## src/rtl/if_stage.sv

```systemverilog
// Instruction-fetch stage of the P7 pipelined MIPS core.
// Holds the fetch PC and the IF/ID pipeline register, drives the
// instruction-memory address, and tags fetch address errors (AdEL)
// and branch-delay-slot membership for the downstream CP0 path.
module if_stage #(
    parameter logic [31:0] RESET_PC   = 32'h0000_3000,
    parameter logic [31:0] HANDLER_PC = 32'h0000_4180,
    parameter logic [31:0] TEXT_LO    = 32'h0000_3000,
    parameter logic [31:0] TEXT_HI    = 32'h0000_6FFC
) (
    input  logic        clk,
    input  logic        reset,
    input  logic        stall,
    input  logic        exc_req,
    input  logic        npc_valid,
    input  logic [31:0] npc_pc,
    input  logic        branch_d_in,
    output logic [31:0] im_addr,
    input  logic [31:0] im_rdata,
    output logic [31:0] pc_f,
    output logic [31:0] instr_d,
    output logic [31:0] pc_d,
    output logic [31:0] pc4_d,
    output logic        valid_d,
    output logic        bd_d,
    output logic [4:0]  exc_code_d
);

    localparam logic [4:0] EXC_NONE = 5'd0;
    localparam logic [4:0] EXC_ADEL = 5'd4;

    logic [31:0] pc_plus4;
    logic        fetch_err;

    // The memory address is the fetch PC itself, so im_addr only ever
    // depends on the pc_f register.
    assign im_addr  = pc_f;
    assign pc_plus4 = pc_f + 32'd4;

    // A misaligned or out-of-text-segment PC is still fetched, but the
    // returned word is replaced by a nop and the error rides along.
    assign fetch_err = (pc_f[1:0] != 2'b00) | (pc_f < TEXT_LO) | (pc_f > TEXT_HI);

    // Fetch PC: exception redirect beats stall, stall beats a D-stage
    // redirect (the branch stays in D and asks again), else sequential.
    always_ff @(posedge clk or negedge reset) begin
        if (!reset) begin
            pc_f <= RESET_PC;
        end else if (exc_req) begin
            pc_f <= HANDLER_PC;
        end else if (stall) begin
            pc_f <= pc_f;
        end else if (npc_valid) begin
            pc_f <= npc_pc;
        end else begin
            pc_f <= pc_plus4;
        end
    end

    // IF/ID register: flushed on exception, held on stall, otherwise
    // captures the fetched word; the delay slot is never squashed here.
    always_ff @(posedge clk or negedge reset) begin
        if (!reset) begin
            instr_d    <= 32'd0;
            pc_d       <= 32'd0;
            pc4_d      <= 32'd0;
            valid_d    <= 1'b0;
            bd_d       <= 1'b0;
            exc_code_d <= EXC_NONE;
        end else if (exc_req) begin
            instr_d    <= 32'd0;
            pc_d       <= 32'd0;
            pc4_d      <= 32'd0;
            valid_d    <= 1'b0;
            bd_d       <= 1'b0;
            exc_code_d <= EXC_NONE;
        end else if (!stall) begin
            instr_d    <= fetch_err ? 32'd0 : im_rdata;
            pc_d       <= pc_f;
            pc4_d      <= pc_plus4;
            valid_d    <= 1'b1;
            bd_d       <= branch_d_in;
            exc_code_d <= fetch_err ? EXC_ADEL : EXC_NONE;
        end
    end

endmodule

```

## config.mk

```make
export PLATFORM = sky130hd
export DESIGN_NAME = if_stage
export DESIGN_NICKNAME = d
export VERILOG_FILES = /design/src/rtl/if_stage.sv
export SDC_FILE = /design/constraint.sdc
export NUM_CORES = 1
export LEC_CHECK = 0
export CAP_MARGIN = 20
export CORE_ASPECT_RATIO = 1.25
export CORE_MARGIN = 2
export CORE_UTILIZATION = 46
export CTS_CLUSTER_DIAMETER = 50
export DETAILED_ROUTE_END_ITERATION = 10
export PLACE_DENSITY = 0.83
export SYNTH_ARGS = -nofsm -noshare
export SYNTH_HDL_FRONTEND = slang
export SYNTH_SLANG_ARGS = --single-unit
```

## constraint.sdc

```tcl
create_clock -name clk -period 2.7 [get_ports clk]
set_input_delay 0.27 -clock clk [delete_from_list [all_inputs] [get_ports clk]]
set_output_delay 0.27 -clock clk [all_outputs]
set_load 0.005 [all_outputs]
```

==> results.yml, run 1 <==
placement:
  gp_congestion: 0.8986
  placed_cells: 1088
  buffer_ports.inserted: 232
  post-dp-hpwl_um: 14720
synth:
  synth-edff-count: 0
  synth_top_family_by_area: "simple AND/OR/NAND/NOR gates"
  synth-compound-area-share_pct: 13.27
  synth_mux_area_share_pct: 5.784
  post_synth_inst_count: 761
  postSynth.asyncResetShare_pct: 100.0
  synth-warning-count: 0
  xor_xnor_share_of_the_synthesized_area_pct: 2.725
  synthAdderAreaFrac_pct: 0.1854
  synth_ff_type: "sky130_fd_sc_hd__dfrtp_1"
  synth.lib_cells_used.distinct: 55
  ys_ff_latch: 129
  netlist_area_um2: 6749
  yosys.area_share.simple_pct: 21.30
  synth_seq_area_share_pct: 47.87
  syn_area_per_cell_um2: 8.869
route:
  postRouteAntennaNets: 0
  first_pass_iters: 6
  route.detailed.drc: 0
  post_drt_wl_per_cell_um: 19.10
  dr_total_vias: 6469
  first_iter_violations: 577
  routed_via_density: 5.771
  route.final.wire_length_um: 21410
final_layout:
  final_layout_size_suffix_gt1_share_pct: 7.529
  insertedDiodeCount: 0
  layoutNonFillerInstCount: 1121
  final_nets: 1001
  layout-area-overhead-vs-synth_pct: 40.40
clocking:
  cts.sinks: 129
  htreeDepth: 4
  quantity_of_gates_resized_following_cts: 0
  cts_tree: "built"
  clock_pin_transition_on_the_worst_setup_and_hold_timing_paths_ns: 0.06
  number_of_clock_buffers_inserted_by_tritoncts: 17
  ctsRootBufferMaster: "sky130_fd_sc_hd__clkbuf_16"
  cts_buffer_depth: 2
  worst_skew_pair.late_latency_ns: 0.42
timing:
  clock_skew_ns: 0.01099
  layout_min_cycle_time_ns: 2.473
  worst_slew_margin_rel_pct: 54.16
  setup_viol: 0
  slew_limit_fails: 0
  finalSetupTns_ns: 0
  rsz0062_at_grt: "false"
  achievable-frequency_mhz: 404.4
  final_hold_viol_count: 0
  final_period_util_pct: 91.59
  tightest_slew_ns: 0.6877
power_and_ir_drop:
  vdd_drop_max_mv: 0.3700
  leakage_uw: 0.003951
  power.density_nw_per_um2: 525.8
setup_path:
  crit_type: "reg2reg"
  critical_path_peak_fanout: 8
  timing.critical_path.slowest_cell_delay_ns: 0.59
  timing.critical_path.arrival_ns: 2.81
  timing.critical_path.to_type: "flop"
  cpMaxStageDelayCell: "sky130_fd_sc_hd__or4_1"
  worstSetupStartpointType: "flop"
  required_ns: 3.03
  timing.critical_path.cells: "ha_1, nand4_2, or4_1, or3_1, o21a_1, o211ai_2"
floorplan:
  die_width_um: 112.3
  ios: 237
  die_h_um: 139.4
  starting_density_of_the_core_pct: 47.04
  rows: 49
  dieArea_um2: 15660
  coreArea_um2: 14350
global_routing:
  grt_max_degree: 62
  antenna_violations_before_repair: 0
  grt_remaining_overflow: 0
  via_count_of_the_first_global_routing_pass: 6331
  grt_first_pass_wirelength_um: 34220
  grt.total_usage_pct: 27.58
job:
  max_cap_violations: 0
status:
  outcome: "complete, no violations"
min_path:
  worst_min_delay_path_category: "in2reg"
-- worst paths after layout --
check | end | start | cells past startpoint | slack [ns]
max in group asynchronous | pc4_d[7]$_DFFE_PN0P_ | reset | 3 | 1.64
min in group asynchronous | bd_d$_DFFE_PN0P_ | reset | 2 | 0.41
worst min register to register | valid_d$_DFFE_PN0P_ | valid_d$_DFFE_PN0P_ | 1 | 0.49
worst min-delay path | im_addr[2]$_DFFE_PN0P_ | stall | 3 | 0.25
worst max register to register | im_addr[20]$_DFFE_PN0P_ | im_addr[2]$_DFFE_PN0P_ | 6 | 0.23
worst max-delay path | im_addr[20]$_DFFE_PN0P_ | im_addr[2]$_DFFE_PN0P_ | 6 | 0.23
-- cells in the final DEF, fill, tap and decap left out, types with 4 or more instances in the layout --
| cell | instances |
|---|---|
| sky130_fd_sc_hd__nor3_1 | 13 |
| sky130_fd_sc_hd__a31oi_1 | 6 |
| sky130_fd_sc_hd__inv_6 | 5 |
| sky130_fd_sc_hd__xor2_1 | 14 |
| sky130_fd_sc_hd__and3_1 | 10 |
| sky130_fd_sc_hd__nand3_1 | 52 |
| sky130_fd_sc_hd__buf_4 | 22 |
| sky130_fd_sc_hd__mux2i_1 | 39 |
| sky130_fd_sc_hd__inv_1 | 5 |
| sky130_fd_sc_hd__or3_1 | 7 |
| sky130_fd_sc_hd__conb_1 | 4 |
| sky130_fd_sc_hd__a22oi_1 | 6 |
| sky130_fd_sc_hd__nor2b_1 | 5 |
| sky130_fd_sc_hd__dfrtp_1 | 127 |
| sky130_fd_sc_hd__a211oi_1 | 11 |
| sky130_fd_sc_hd__a21oi_1 | 75 |
| sky130_fd_sc_hd__o211ai_1 | 6 |
| sky130_fd_sc_hd__o21ai_0 | 17 |
| sky130_fd_sc_hd__nor2_1 | 88 |
| sky130_fd_sc_hd__clkinv_2 | 4 |
| sky130_fd_sc_hd__nor4_1 | 8 |
| sky130_fd_sc_hd__nand2_1 | 91 |
| sky130_fd_sc_hd__clkdlybuf4s50_1 | 228 |
| sky130_fd_sc_hd__nand4_1 | 14 |
| sky130_fd_sc_hd__clkinvlp_4 | 4 |
| sky130_fd_sc_hd__clkbuf_16 | 17 |
| sky130_fd_sc_hd__xnor2_1 | 7 |
-- where the power goes --
part	total, uW	internal (uW)	switching, uW
Combinational	760	396	364
Clock	2110	1200	903
Sequential	2110	2010	101
-- layout make-up --
cell class	instances	area, um^2
Fill cell	1177	4871
Inverter	7	26.28
Sequential cell	129	3231
Tap cell	178	222.7
Clock inverter	14	102.6
Multi-Input combinational cell	520	2940
Clock buffer	18	439.2
Timing Repair Buffer	255	2514
-- critical path: cells and delay by family (launching register included) --
kind | cells | cell delay, ns
AOI/OAI and AO/OA | 2 | 0.32
adders and majority gates | 1 | 0.34
DFF | 1 | 0.50
and+or+nand+nor | 3 | 1.22
-- kinds of logic (layout without fill, tap and decap cells) --
kind of cell,after synthesis,in the layout
other cells,1,4
xor+xnor,21,21
mux,39,39
simple gates,308,308
buf+inv,115,294
compound gates,147,147
fa+ha+maj,1,1
flops,129,129
-- cells in the mapped netlist, types with 2 or more instances --
cell type                   number  area share (%)
sky130_fd_sc_hd__dfrtp_1       127              47
sky130_fd_sc_hd__nand2_1        91             5.1
sky130_fd_sc_hd__nor2_1         88             4.9
sky130_fd_sc_hd__a21oi_1        75             5.6
sky130_fd_sc_hd__clkbuf_1       53             2.9
sky130_fd_sc_hd__nand3_1        52             3.9
sky130_fd_sc_hd__buf_4          39             4.3
sky130_fd_sc_hd__mux2i_1        39             5.8
sky130_fd_sc_hd__o21ai_0        17             1.3
sky130_fd_sc_hd__nand4_1        14             1.3
sky130_fd_sc_hd__nor3_1         14             1.0
sky130_fd_sc_hd__xor2_1         14             1.8
sky130_fd_sc_hd__buf_2          12            0.89
sky130_fd_sc_hd__a211oi_1       11             1.2
sky130_fd_sc_hd__and3_1         10            0.93
sky130_fd_sc_hd__nor4_1          8            0.74
sky130_fd_sc_hd__or3_1           7            0.65
sky130_fd_sc_hd__xnor2_1         7            0.91
sky130_fd_sc_hd__a22oi_1         6            0.67
sky130_fd_sc_hd__a31oi_1         6            0.56
sky130_fd_sc_hd__inv_1           6            0.33
sky130_fd_sc_hd__o211ai_1        6            0.67
sky130_fd_sc_hd__nor2b_1         5            0.46
sky130_fd_sc_hd__a32oi_1         3            0.39
sky130_fd_sc_hd__and2_1          3            0.28
sky130_fd_sc_hd__buf_1           3            0.17
sky130_fd_sc_hd__nor3b_1         3            0.33
sky130_fd_sc_hd__o211a_1         3            0.44
sky130_fd_sc_hd__o21a_1          3            0.33
sky130_fd_sc_hd__o22ai_1         3            0.28
sky130_fd_sc_hd__or4_1           3            0.33
sky130_fd_sc_hd__a2111oi_0       2            0.26
sky130_fd_sc_hd__and4_1          2            0.26
sky130_fd_sc_hd__dfstp_2         2            0.78
sky130_fd_sc_hd__nand4_2         2            0.37
sky130_fd_sc_hd__nor4_2          2            0.37
sky130_fd_sc_hd__o311ai_0        2            0.26
-- metal layers --
metal	up-vias	track usage (%)	wire, um	part of all wire [%]
met5	-	0	0	0
met4	0	14.76	1028	4.8
met3	53	6.185	1649	7.7
met2	317	45.02	10660	50
met1	3159	34.02	8069	38
li1	2940	-	-	-
-- state kept, by name, summed over array words and instances, names as in the netlist --
register	count
instr_d	32
valid_d	1
im_addr	32
bd_d	1
exc_code_d	1
pc_d	32
pc4_d	30
-- per-stage QoR --
| stage | utilization (%) | setup WS (ns) | hold slack [ns] | total power, uW | instance area (um^2) |
|---|---|---|---|---|---|
| finish | 66.05 | 0.2271 | 0.2517 | 4982 | 9475 |
| CTS | 66.05 | 0.2455 | 0.2428 | 5010 | 9475 |
| detailed placement | 62.20 | 0.2941 | 0.2947 | 2903 | 8924 |
| global route | 66.05 | 0.1181 | 0.2685 | 5181 | 9475 |
| global placement | 62.20 | 0.3475 | 0.2955 | 2890 | 8924 |
| floorplan | - | 0.5095 | -0.02559 | 2469 | 6760 |
-- what timing repair did --
action,CTS,global route
hold endpoints to repair,56,0
hold buffers,1,0
setup buffers,0,0
No activity file was read; power rests on OpenSTA's default activity.
==> inputs of run 2 (changes only) <==
CORE_MARGIN = not set   (was 2)
==> results.yml, run 2 (synthesized netlist as in run 1, its figures left out) <==
clocking:
  ctsRootBufferMaster: "sky130_fd_sc_hd__clkbuf_16"
  number_of_clock_buffers_inserted_by_tritoncts: 17
  cts.sinks: 129
  clock_pin_transition_on_the_worst_setup_and_hold_timing_paths_ns: 0.06
  worst_skew_pair.late_latency_ns: 0.42
  cts_tree: "built"
  cts_buffer_depth: 2
  htreeDepth: 4
final_layout:
  layout_commonest_cell: "sky130_fd_sc_hd__clkdlybuf4s50_1"
  layoutNonFillerInstCount: 1121
  highest_count_cells_in_the_layout_ignoring_fill_and_taps: "sky130_fd_sc_hd__clkdlybuf4s50_1 (228), sky130_fd_sc_hd__dfrtp_1 (127), sky130_fd_sc_hd__nand2_1 (91)"
  layout-area-overhead-vs-synth_pct: 41.79
  insertedDiodeCount: 0
  final_nets: 1002
  final_layout_size_suffix_gt1_share_pct: 7.317
global_routing:
  grt_max_degree: 70
  grt_remaining_overflow: 0
  antenna_violations_before_repair: 0
  grt.total_usage_pct: 28.93
  via_count_of_the_first_global_routing_pass: 5995
  grt_first_pass_wirelength_um: 33020
setup_path:
  critical_path_peak_fanout: 8
  reg2regPathDepth: 6
  required_ns: 3.04
  timing.critical_path.to_type: "flop"
  reg2reg_to: "im_addr[20]$_DFFE_PN0P_"
  ff2ff_setup_slack_ns: 0.22
  timing.critical_path.cells: "ha_1, nand4_2, or4_1, or3_1, o21a_1, o211ai_2"
  reg2reg_from: "im_addr[2]$_DFFE_PN0P_"
  worstSetupStartpointType: "flop"
  crit_type: "reg2reg"
  timing.critical_path.arrival_ns: 2.81
  timing.critical_path.slowest_cell_delay_ns: 0.59
  cpMaxStageDelayCell: "sky130_fd_sc_hd__or4_1"
timing:
  clock_skew_ns: 0.009097
  final.hold.worst_slack_ns: 0.3174
  final_period_util_pct: 91.70
  setup_viol: 0
  finalSetupTns_ns: 0
  layout_min_cycle_time_ns: 2.476
  timing.final.ws_setup_ns: 0.2242
  tightest_slew_ns: 0.7422
  final_hold_viol_count: 0
  achievable-frequency_mhz: 403.9
  rsz0062_at_grt: "false"
  slew_limit_fails: 0
  worst_slew_margin_rel_pct: 50.34
status:
  outcome: "complete, no violations"
min_path:
  worstHoldStart: "stall"
  min_delay_path_depth: 3
  worst_hold_path.endpoint: "pc4_d[12]$_DFFE_PN0P_"
  worst_min_delay_path_category: "in2reg"
route:
  postRouteAntennaNets: 0
  dr_total_vias: 6536
  route.final.wire_length_um: 21790
  first_pass_iters: 8
  post_drt_wl_per_cell_um: 19.44
  routed_via_density: 5.831
  first_iter_violations: 582
  route.detailed.drc: 0
floorplan:
  die_width_um: 110.3
  dieArea_um2: 15160
  rows: 49
  die_h_um: 137.4
  ios: 237
  coreArea_um2: 14350
  starting_density_of_the_core_pct: 47.04
placement:
  placed_cells: 1089
  gp_congestion: 0.8998
  post-dp-hpwl_um: 14580
  post-place-ws_ns: 0.2932
  buffer_ports.inserted: 232
power_and_ir_drop:
  vdd_drop_max_mv: 0.3421
  fin_total_pwr_uw: 5433
  power.density_nw_per_um2: 567.8
  leakage_uw: 0.004000
job:
  max_cap_violations: 0
## run 2: cell count changes in the layout (fill, tap and decap cells not counted), sizes merged
cell      change
bufinv        +5
inv           -5
clkbuf        +4
clkinv        -3
clkinvlp      -2
buf           +1
## run 2: worst max-delay path: cells and delay by family, from the launching register on
family / cells / cell delay (ns)
AO/OA/AOI/OAI: 2 / 0.33
adder cells (fa/ha/maj): 1 / 0.35
AND/OR/NAND/NOR: 3 / 1.23
flip-flops: 1 / 0.49
## run 2: final cells by class
class / count / area, um^2
Timing Repair Buffer: 256 / 2496
Clock buffer: 22 / 474.2
Multi-Input combinational cell: 520 / 2940
Inverter: 7 / 26.28
Clock inverter: 9 / 178.9
Sequential cell: 129 / 3231
Tap cell: 178 / 222.7
Fill cell: 1157 / 4777
## run 2: where the power goes
part           switching [uW]  internal (uW)  total, uW
Clock                     846           1710       2550
Sequential                104           2010       2120
Combinational             368            393        761
## run 2: worst max-delay path by stage
stage,start,end,slack (ns)
after CTS,im_addr[2]$_DFFE_PN0P_,im_addr[20]$_DFFE_PN0P_,0.27
final,im_addr[2]$_DFFE_PN0P_,im_addr[20]$_DFFE_PN0P_,0.22
after floorplan,im_addr[2]$_DFFE_PN0P_,im_addr[20]$_DFFE_PN0P_,0.51
after global routing,im_addr[2]$_DFFE_PN0P_,pc4_d[20]$_DFFE_PN0P_,0.07
after detailed placement,im_addr[2]$_DFFE_PN0P_,im_addr[20]$_DFFE_PN0P_,0.29
after global placement,im_addr[2]$_DFFE_PN0P_,im_addr[20]$_DFFE_PN0P_,0.37
## run 2: routing by layer
metal  GRT usage (%)  up-vias  wire length [um]
met5               0        -                 0
met4           14.55        0               887
met3           6.481       67              1588
met2           47.07      353             10940
met1           35.85     3168              8374
li1                -     2948                 -
## run 2: what timing repair did
| item | CTS | global route |
|---|---|---|
| endpoints found under the hold margin | 62 | 0 |
| setup buffers | 0 | 0 |
| gates resized for setup | 0 | 0 |
| setup endpoints to repair | 0 | 0 |
| hold buffers | 1 | 0 |
## run 2: metrics by stage
stage	util [%]	cell area, um^2
3_5_place_dp	62.08	8906
5_1_grt	66.70	9569
3_3_place_gp	62.08	8906
2_1_floorplan	-	6760
4_1_cts	66.70	9569
6_report	66.70	9569
==> inputs of run 3 (changes only) <==
--- a/constraint.sdc
+++ b/constraint.sdc
@@ -3,2 +3,2 @@
 set_output_delay 0.27 -clock clk [all_outputs]
-set_load 0.005 [all_outputs]
+set_load 0.1 [all_outputs]
==> results.yml, run 3 (synthesized netlist as in run 1, its figures left out) <==
status:
  outcome: "complete, no violations"
timing:
  worst_slew_margin_rel_pct: 49.80
  finalSetupTns_ns: 0
  slew_limit_fails: 0
  final_hold_viol_count: 0
  final_period_util_pct: 87.29
  setup_viol: 0
  layout_min_cycle_time_ns: 2.357
  clock_skew_ns: 0.01134
  tightest_slew_ns: 0.7529
  rsz0062_at_grt: "false"
  achievable-frequency_mhz: 424.3
final_layout:
  insertedDiodeCount: 0
  highest_count_cells_in_the_layout_ignoring_fill_and_taps: "sky130_fd_sc_hd__buf_4 (184), sky130_fd_sc_hd__dfrtp_1 (123), sky130_fd_sc_hd__nand2_1 (91)"
  layout_commonest_cell: "sky130_fd_sc_hd__buf_4"
  finish.instance_area_um2: 9071
  final_util_pct: 63.23
  final_layout_size_suffix_gt1_share_pct: 25.16
  layout-area-overhead-vs-synth_pct: 34.41
  final_nets: 1000
  ff_latch_area_um2: 3236
  fillers: 1217
  multi_input_comb_area_um2: 2940
clocking:
  post_cts.repair.setup_buffers: 0
  worst_skew_pair.late_latency_ns: 0.41
  clock_pin_transition_on_the_worst_setup_and_hold_timing_paths_ns: 0.06
  htreeDepth: 4
  number_of_clock_buffers_inserted_by_tritoncts: 17
  cts_stage_hold_buffer_count: 1
  ctsRootBufferMaster: "sky130_fd_sc_hd__clkbuf_16"
  cts.sinks: 129
  cts_tree: "built"
  quantity_of_gates_resized_following_cts: 0
  cts_buffer_depth: 2
setup_path:
  required_ns: 3.02
  timing.critical_path.to_type: "flop"
  critical_path_peak_fanout: 8
  worstSetupStartpointType: "flop"
  critical_path_buf_inv_count: 0
  crit_type: "reg2reg"
  critPathTopFamily: "simple AND/OR/NAND/NOR gates"
  reg2regPathDepth: 6
  number_of_cells_on_the_critical_path: 6
  cpMaxStageDelayCell: "sky130_fd_sc_hd__or4_1"
  timing.critical_path.slowest_cell_delay_ns: 0.59
  timing.critical_path.cells: "ha_1, nand4_2, or4_1, or3_1, o21a_1, o211ai_2"
  timing.critical_path.arrival_ns: 2.68
global_routing:
  antenna_violations_before_repair: 0
  grt_first_pass_wirelength_um: 31740
  via_count_of_the_first_global_routing_pass: 5982
  grt.total_usage_pct: 27.66
  grt_remaining_overflow: 0
  grt_max_degree: 76
placement:
  post_dp_cell_area_um2: 8513
  post-dp-hpwl_um: 14050
  buffer_ports.inserted: 232
  gp_congestion: 0.8950
floorplan:
  dieArea_um2: 15160
  ios: 237
  starting_density_of_the_core_pct: 47.04
  coreArea_um2: 14350
  rows: 49
  die_width_um: 110.3
  die_h_um: 137.4
power_and_ir_drop:
  leakage_uw: 0.004228
  vdd_drop_max_mv: 0.3499
  power.density_nw_per_um2: 633.8
route:
  first_iter_violations: 469
  route.final.wire_length_um: 20740
  post_drt_wl_per_cell_um: 18.52
  dr_total_vias: 6307
  routed_via_density: 5.631
  route.detailed.drc: 0
  first_pass_iters: 5
  postRouteAntennaNets: 0
min_path:
  min_delay_path_depth: 4
  worst_min_delay_path_category: "in2reg"
job:
  max_cap_violations: 0
[run 3: cell count changes in the layout (fill, tap and decap cells not counted), sizes merged]
| cell | delta |
|---|---|
| clkdlybuf4s50 | -163 |
| inv | +3 |
| buf | +161 |
| bufinv | -5 |
| clkbuf | -4 |
| clkinv | +4 |
| clkinvlp | +3 |
[run 3: metal layers]
layer | GRT usage, % | part of all wire (%)
met4 | 13.16 | 3.5
met2 | 44.89 | 50
met3 | 5.440 | 6.4
met5 | 0 | 0
met1 | 35.19 | 40
[run 3: power by group]
part | switching [uW] | leakage (uW) | internal (uW) | total (uW)
registers | 114 | 0.00173 | 2010 | 2130
logic | 1170 | 0.00224 | 352 | 1520
clock network | 893 | 0.000255 | 1210 | 2100
total | 2180 | 0.00423 | 3570 | 5750
[run 3: final timing paths]
kind                                        start                 endpoint  slack [ns]
setup reg to reg           im_addr[2]$_DFFE_PN0P_  im_addr[20]$_DFFE_PN0P_        0.34
min in group asynchronous                   reset    pc4_d[12]$_DFFE_PN0P_        0.46
max in group asynchronous                   reset   im_addr[2]$_DFFE_PN0P_        1.50
hold / removal                              stall     pc4_d[4]$_DFFE_PN0P_        0.32
setup / recovery           im_addr[2]$_DFFE_PN0P_  im_addr[20]$_DFFE_PN0P_        0.34
hold reg to reg               valid_d$_DFFE_PN0P_      valid_d$_DFFE_PN0P_        0.50
[run 3: worst reg2reg max path, stage by stage, from the launching register on]
cell and delay, ns:
sky130_fd_sc_hd__dfrtp_2 0.43, sky130_fd_sc_hd__ha_1 0.31, sky130_fd_sc_hd__nand4_2 0.21, sky130_fd_sc_hd__or4_1 0.59
sky130_fd_sc_hd__or3_1 0.41, sky130_fd_sc_hd__o21a_1 0.19, sky130_fd_sc_hd__o211ai_2 0.13
[run 3: final cells by class]
class	count	area share, %
flip-flops and latches	129	35.67
multi-input cells	520	32.41
repair buffers	254	23.13
clock buffers	18	4.841
well taps	178	2.455
clock inverters	14	1.200
inverters	7	0.2897
[run 3: per-stage QoR]
step	power [uW]	setup slack [ns]	instances	hold WS, ns
after floorplan	3280	0.02121	764	-0.02559
after global placement	3668	0.4254	1087	0.3615
after detailed placement	3678	0.3749	1087	0.3605
after CTS	5786	0.3534	1120	0.3041
after global routing	5948	0.1644	1120	0.3416
final	5750	0.3432	1120	0.3174
